===== config.mk =====
export PLATFORM = sky130hd
export DESIGN_NAME = pad_in_filter
export DESIGN_NICKNAME = d
export VERILOG_FILES = /design/src/rtl/zerosoc_pad_pkg.sv /design/src/rtl/pad_filter_bit.sv /design/src/rtl/pad_in_filter.sv
export SDC_FILE = /design/constraint.sdc
export NUM_CORES = 1
export LEC_CHECK = 0
export CAP_MARGIN = 20
export CORE_UTILIZATION = 30
export CTS_CLUSTER_DIAMETER = 150
export DETAILED_ROUTE_END_ITERATION = 10
export SYNTH_ARGS = -nofsm -noshare
export SYNTH_HDL_FRONTEND = slang
export SYNTH_HIERARCHICAL = 1
export SYNTH_SLANG_ARGS = --single-unit

===== constraint.sdc =====
create_clock -name clk_i -period 1.53 [get_ports clk_i]
set_input_delay 0.2295 -clock clk_i [delete_from_list [all_inputs] [get_ports clk_i]]
set_output_delay 0.2295 -clock clk_i [all_outputs]
set_load 0.01 [all_outputs]

===== src/rtl/zerosoc_pad_pkg.sv =====
// -----------------------------------------------------------------------------
// zerosoc_pad_pkg
// Shared pad-ring constants for the zerosoc core top and the pad input
// conditioning stage.
//   - GpioWidth / PadInWidth / UartRxIdx : layout of the conditioned input bus
//   - PadInResetVal                      : reset level of every input bit
//                                          (uart_rx idles high, gpio low)
//   - pad-index map                      : where the we/no/ea/so din bits land
//                                          on the gpio index space
// -----------------------------------------------------------------------------
package zerosoc_pad_pkg;

    localparam int unsigned GpioWidth  = 32;
    localparam int unsigned PadInWidth = 33;
    localparam int unsigned UartRxIdx  = 32;

    localparam logic [PadInWidth-1:0] PadInResetVal = {1'b1, 32'h0000_0000};

    // Pad ring sides, in the order their din bits are concatenated.
    typedef enum logic [1:0] {
        SIDE_WE = 2'd0,
        SIDE_NO = 2'd1,
        SIDE_EA = 2'd2,
        SIDE_SO = 2'd3
    } pad_side_e;

    // Each side carries eight gpio pads; sides are packed LSB-first.
    localparam int unsigned PadsPerSide = 8;
    localparam int unsigned WeGpioLsb   = 0;
    localparam int unsigned NoGpioLsb   = 8;
    localparam int unsigned EaGpioLsb   = 16;
    localparam int unsigned SoGpioLsb   = 24;

    // Map a (side, pad offset on that side) pair onto its gpio index.
    function automatic int unsigned gpio_index(input pad_side_e side,
                                               input int unsigned offset);
        int unsigned base;
        case (side)
            SIDE_WE: base = WeGpioLsb;
            SIDE_NO: base = NoGpioLsb;
            SIDE_EA: base = EaGpioLsb;
            SIDE_SO: base = SoGpioLsb;
            default: base = WeGpioLsb;
        endcase
        return base + (offset % PadsPerSide);
    endfunction

endpackage


===== src/rtl/pad_filter_bit.sv =====
// -----------------------------------------------------------------------------
// pad_filter_bit
// Conditions a single asynchronous pad input: SyncStages-deep synchroniser,
// stability filter requiring FilterCycles consecutive differing samples, and
// registered one-cycle rise/fall pulses aligned with the output level change.
// Ports:
//   clk_i        core clock
//   rst_i        asynchronous active-high reset
//   pad_i        raw pad input
//   filter_en_i  1 = filter active, 0 = bypass (synchroniser only)
//   din_o        conditioned level
//   rise_o       one-cycle pulse, first cycle din_o shows 1 after a 0
//   fall_o       one-cycle pulse, first cycle din_o shows 0 after a 1
// -----------------------------------------------------------------------------
module pad_filter_bit #(
    parameter int unsigned SyncStages   = 2,
    parameter int unsigned FilterCycles = 4,
    parameter logic        ResetVal     = 1'b0
) (
    input  logic clk_i,
    input  logic rst_i,
    input  logic pad_i,
    input  logic filter_en_i,
    output logic din_o,
    output logic rise_o,
    output logic fall_o
);

    localparam int unsigned     CntW    = $clog2(FilterCycles + 1);
    localparam logic [CntW-1:0] CntLast = CntW'(FilterCycles - 1);

    logic [SyncStages-1:0] sync_d, sync_q;
    logic [CntW-1:0]       cnt_d,  cnt_q;
    logic                  din_d,  din_q;
    logic                  rise_d, rise_q;
    logic                  fall_d, fall_q;
    logic                  s;

    assign s = sync_q[SyncStages-1];

    // Synchroniser shift and filter decision for the next edge.
    always_comb begin
        sync_d = {sync_q[SyncStages-2:0], pad_i};
        din_d  = din_q;
        cnt_d  = cnt_q;
        if (!filter_en_i) begin
            din_d = s;
            cnt_d = '0;
        end else if (s == din_q) begin
            // Sample agrees with the output: any partial count was a glitch.
            cnt_d = '0;
        end else if (cnt_q == CntLast) begin
            din_d = s;
            cnt_d = '0;
        end else begin
            cnt_d = cnt_q + CntW'(1);
        end
        // Pulses are registered alongside din so they line up with the change.
        rise_d = din_d & ~din_q;
        fall_d = ~din_d & din_q;
    end

    // State registers; reset drops any pending count and suppresses pulses.
    always_ff @(posedge clk_i or posedge rst_i) begin
        if (rst_i) begin
            sync_q <= {SyncStages{ResetVal}};
            cnt_q  <= '0;
            din_q  <= ResetVal;
            rise_q <= 1'b0;
            fall_q <= 1'b0;
        end else begin
            sync_q <= sync_d;
            cnt_q  <= cnt_d;
            din_q  <= din_d;
            rise_q <= rise_d;
            fall_q <= fall_d;
        end
    end

    assign din_o  = din_q;
    assign rise_o = rise_q;
    assign fall_o = fall_q;

endmodule


===== src/rtl/pad_in_filter.sv =====
// -----------------------------------------------------------------------------
// pad_in_filter
// Input-conditioning stage between the pad ring din buses and the SoC core.
// Every bit is synchronised, optionally deglitched, and edge-detected
// independently. Bits [31:0] are gpio, bit 32 is uart_rx (idles high).
// filter_en_i is a quasi-static CSR value and is used without synchronising.
// Ports:
//   clk_i        core clock
//   rst_i        asynchronous active-high reset
//   pad_din_i    raw asynchronous pad inputs
//   filter_en_i  per-bit filter enable (0 = synchroniser only)
//   din_o        conditioned levels to the core
//   rise_o       one-cycle pulse on each 0->1 change of din_o
//   fall_o       one-cycle pulse on each 1->0 change of din_o
// -----------------------------------------------------------------------------
module pad_in_filter
    import zerosoc_pad_pkg::*;
#(
    parameter int unsigned     Width        = PadInWidth,
    parameter int unsigned     SyncStages   = 2,
    parameter int unsigned     FilterCycles = 4,
    parameter logic [Width-1:0] ResetVal    = PadInResetVal
) (
    input  logic             clk_i,
    input  logic             rst_i,
    input  logic [Width-1:0] pad_din_i,
    input  logic [Width-1:0] filter_en_i,
    output logic [Width-1:0] din_o,
    output logic [Width-1:0] rise_o,
    output logic [Width-1:0] fall_o
);

    for (genvar i = 0; i < Width; i++) begin : g_bit
        pad_filter_bit #(
            .SyncStages  (SyncStages),
            .FilterCycles(FilterCycles),
            .ResetVal    (ResetVal[i])
        ) u_bit (
            .clk_i      (clk_i),
            .rst_i      (rst_i),
            .pad_i      (pad_din_i[i]),
            .filter_en_i(filter_en_i[i]),
            .din_o      (din_o[i]),
            .rise_o     (rise_o[i]),
            .fall_o     (fall_o[i])
        );
    end

endmodule


Word level (Yosys, flattened, before mapping)

Cells that the tools add are included.

Bits in latches: 0
Memory bits (writable): 0
Word-level logic and storage cells: 594
Memory bits (read-only): 0
Flip-flop bits (word level): 264
Memories kept: 0

$add $sub $neg: 33
Magnitude comparators: 0
Reductions and logical operators: 0
Div/mod/pow operators: 0
Equal/unequal tests: 66
Multiply operators: 0
Muxes and demuxes: 198
Shift-type cells: 0
Bitwise logic cells: 132

Operator list:

| cell                | number |
|---|---|
| $mux 3              | 99 |
| $add 3x1->3 const B | 33 |
| $eq 3x2->1 const B  | 33 |
| $mux 1              | 99 |
| $and 1x1->1         | 66 |
| $not 1->1           | 66 |
| $eq 1x1->1          | 33 |

Depth between registers and ports, before layout

Depth after elaboration: 6
Mapped depth: 4
Mapped depth without buffers: 4

By module

Netlist, hierarchy kept.

By module, submodules not included:

| module                                | seq. area each (µm²) | times used | cells each | area each (µm²) |
|---|---|---|---|---|
| pad_filter_bit at g_bit[10].u_bit ... | 200.2                | 31         | 22         | 305.3 |
| pad_filter_bit at g_bit[32].u_bit     | 203.9                | 1          | 22         | 309.0 |
| pad_filter_bit at g_bit[0].u_bit      | 200.2                | 1          | 21         | 300.3 |

Worst setup path after synthesis

Ideal clock, no wire load.

Path kind: register to register
From: register g_bit[0].u_bit.cnt_q[0]
To: register g_bit[0].u_bit.din_q
Library setup time: 0.127 ns
Clock period less this slack: 1.175 ns
Arrival: 1.047 ns
Stages on the path, launching flop included: 5
Path buffers: 0
Slack: 0.355 ns
Cells stage by stage: dfrtp_1 -> ha_1 -> nand2b_1 -> nand2_1 -> mux2_1

Longest elaborated chain between the ends: 4

Ends and longest elaborated chain:

| what                           | RTL line             | source |
|---|---|---|
| start: declaration             | pad_filter_bit.sv:33 | `logic [CntW-1:0] cnt_d, cnt_q;` |
| start signal: assignment       | pad_filter_bit.sv:73 | `cnt_q <= cnt_d;` |
| $eq 3x2->1                     | pad_filter_bit.sv:52 | `end else if (cnt_q == CntLast) begin` |
| $mux 1                         | pad_filter_bit.sv:52 |  |
| $mux 1                         | pad_filter_bit.sv:49 | `end else if (s == din_q) begin` |
| $mux 1                         | pad_filter_bit.sv:46 | `if (!filter_en_i) begin` |
| named net g_bit[0].u_bit.din_d | pad_filter_bit.sv:34 | `logic din_d, din_q;` |
| end signal: assignment         | pad_filter_bit.sv:68 | `din_q <= ResetVal;` |
| end signal: assignment         | pad_filter_bit.sv:74 | `din_q <= din_d;` |
| end: declaration               | pad_filter_bit.sv:34 |  |

The timed path passes the listed nets, and every way through them passes these cells.

Worst setup path in the final report

From: register g_bit[28].u_bit.din_q
To: output port din_o[28]

RTL lines:

| what                     | RTL line             | source |
|---|---|---|
| start: declaration       | pad_filter_bit.sv:34 |  |
| start signal: assignment | pad_filter_bit.sv:68 |  |
| start signal: assignment | pad_filter_bit.sv:74 |  |
| end: declaration         | pad_in_filter.sv:28  | `output logic [Width-1:0] din_o,` |

No word-level cell between the ends.

==> impl_metrics.tcl <==
set metrics [dict create \
    outcome "complete, no violations" \
    hp-class "in -> async" \
    place_ws_ps 204 \
    areaGrowthSynthToFinish_pct 30.1 \
    max_freq_mhz 675 \
    totalWireLength_um 17500 \
    cts_root_buf "clkbuf_16" \
    rsz0062_at_grt "no" \
    clkPwrFrac 0.424 \
    synth_top_area_cell "dfrtp_1" \
    grt_pass1_wl_um 28900 \
    num-nets-final 1026 \
    relSlewSlack 0.404 \
    critical_path_buf_inv_count 1 \
    fin_skew_ps 14.0 \
    dieHeight_um 185 \
    clk_pin_slew_ps 60 \
    clock_path_buffers 3 \
    grt_max_degree 34 \
    yosys_warnings 6 \
    p_switching_mw 3.56 \
    sw_frac_of_total 0.229 \
    p_int_mw 12.0 \
    worst_pin_slew_ps 894 \
    cts_tree "built" \
    top_layer_used "met4" \
    syn_avg_cell_area_sq_um 13.9 \
    track_usage 0.104 \
    port_buffers 166 \
    stdcell_area_sq_mm 0.0131 \
    synth_area_sq_mm 0.0101 \
    worstSetupPathType "reg -> out" \
    met3WireLength_um 1060 \
    slew_viol_final 0 \
    fin_crit_sh 0.968 \
    timing.final.ws_setup_ps 48.4 \
    die_w_um 185 \
    start_util 0.307 \
    crit_chain "dlygate4sd2_1" \
    avgRoutedWirePerCell_um 12.6 \
    crit_fanout 4 \
    crit_path_top_delay_cell "dfrtp_1" \
    grt_antenna_before_repair 0 \
    hold_ws_ps 87.6 \
    peakVddDrop_mv 0.775 \
    cp-start-kind "flop" \
    cts.hold.buffers_added 0 \
    dr_wl_met2_um 7680 \
    cts_buffers 29 \
    drive_gt1_frac 0.190 \
    dieArea_sq_mm 0.0343 \
    critPathCaptureType "output pin" \
    ys_ff_latch 264 \
    drc 0 \
    setup-tns-final_ps 0 \
    vias 5774 \
    finalHoldViolCount 0 \
    worstPathRequired_ps 1300 \
    cp_data_arrival_time_ps 1250 \
    p_comb_frac 0.089 \
    clk_latency_ps 540 \
    syn-num-nets 826 \
    drt_iter0_markers 168 \
    rows 66 \
    first_global_vias 5828 \
    ant_nets 0 \
    p_per_area_mw_per_mm2 1190 \
    crit_family "flip-flops" \
    grt_overflow 0 \
    yosysSeqAreaShare 0.656 \
    yosysUniqueCellTypes 14 \
    min_period_ps 1480 \
    finalSetupViolations 0 \
    ys_top_cells_by_area "dfrtp_1, nor3b_2, ha_1, nand2b_1, mux2_1" \
    wirelength_met1_um 8200 \
    firstDrtPassIters 4 \
    cts_sinks 264 \
    synthCells 725 \
    yosysTopAreaCellShare 0.648 \
    h-tree-depth 1 \
    dpl.hpwl_um 12500 \
    via_per_inst 4.15 \
    p_seq_frac 0.488 \
    fill_cells 3155 \
    dpl-instance-area_sq_mm 0.0123 \
    core_sq_mm 0.0328 \
    post-route-util 0.400 \
    p_leak_nw 6.31 \
    ios 167 \
    place.gp.congestion 0.704 \
    critPathMaxStageDelay_ps 410 \
    maxCapViolCount 0 \
]
-- cells in the final DEF (no fill, tap or decap), drive strengths merged, types with 33 or more instances in the layout --
cell	count
dfrtp	261
nand2b	97
dlygate4sd2	96
nand2	67
nor3b	66
clkdlybuf4s50	66
a21oi	64
clkbuf	46
nor2	33
mux2	33
inv	33
ha	33
-- metal layers --
| layer | up-vias | GRT usage |
|---|---|---|
| met5 | - | 0 |
| met4 | 0 | 0.0337 |
| met3 | 34 | 0.0271 |
| met2 | 131 | 0.160 |
| met1 | 2768 | 0.141 |
| li1 | 2841 | - |
-- power groups by stage --
| stage | clock network (mW) | logic, mW | registers [mW] |
|---|---|---|---|
| after detailed placement | 0 | 1.53 | 7.72 |
| after global placement | 0 | 1.50 | 7.72 |
| after global routing | 7.16 | 1.56 | 7.64 |
| after floorplan | 0 | 0.692 | 7.77 |
| final | 6.59 | 1.38 | 7.59 |
| after CTS | 6.89 | 1.41 | 7.60 |
-- repair_timing --
item | in CTS | in global routing
buffers inserted | 1 | 2
resized for setup | 104 | 0
endpoints found under the setup margin | 99 | 2
-- kinds of logic (layout without fill, tap and decap cells) --
family | after synthesis | count (layout) | synth area share
and+or+nand+nor | 265 | 265 | 0.189
AOI/OAI and AO/OA | 96 | 96 | 0.0636
adders and majority gates | 33 | 33 | 0.0410
other | 0 | 1 | 0
xor gates and xnor gates | 1 | 1 | 0.000870
buffers and inverters | 33 | 255 | 0.0123
muxes | 33 | 33 | 0.0369
DFF | 264 | 264 | 0.656
-- cell type report --
cell class	instances	area, sq um	area share
repair buffers	169	1550	0.119
clock inverters	7	68.8	0.00525
multi-input cells	428	3340	0.255
diodes	1	2.50	0.000191
clock buffers	46	850	0.0648
well taps	442	553	0.0422
inverters	33	124	0.00945
flip-flops and latches	264	6610	0.505
-- flip-flops by register name, indices dropped and copies added, names as in the netlist --
| signal | count |
|---|---|
| g_bit.u_bit/din_o | 33 |
| g_bit.u_bit/rise_o | 33 |
| g_bit.u_bit/cnt_q | 99 |
| g_bit.u_bit/sync_q | 66 |
| g_bit.u_bit/fall_o | 33 |
-- worst paths after layout --
kind,startpoint,cells past startpoint,slack (ps),end
max,g_bit[28].u_bit/din_o,1,50,din_o[28]
min,rst_i,2,90,g_bit[4].u_bit/cnt_q[1]
max reg2reg,g_bit[30].u_bit/cnt_q[0],4,260,g_bit[30].u_bit/din_o
min reg2reg,g_bit[20].u_bit/sync_q[0],0,340,g_bit[20].u_bit/sync_q[1]
max in group asynchronous,rst_i,2,1120,g_bit[32].u_bit/din_o
min in group clk_i,pad_din_i[21],1,130,g_bit[21].u_bit/sync_q[0]
-- cell usage after synthesis --
library cell / number
inv_1: 33
nand2b_1: 65
xor2_1: 1
nor3b_2: 66
ha_1: 33
a21bo_2: 32
nand2_1: 67
dfrtp_1: 261
nand2b_2: 32
and3b_1: 2
dfstp_2: 3
a21oi_1: 64
nor2_1: 33
mux2_1: 33
-- metrics by stage --
step / std cells / power (mW)
CTS: 1387 / 15.9
global route: 1389 / 16.4
global placement: 1333 / 9.22
floorplan: 725 / 8.46
detailed placement: 1333 / 9.25
finish: 1390 / 15.6
Power figures use the tool's default switching activity.
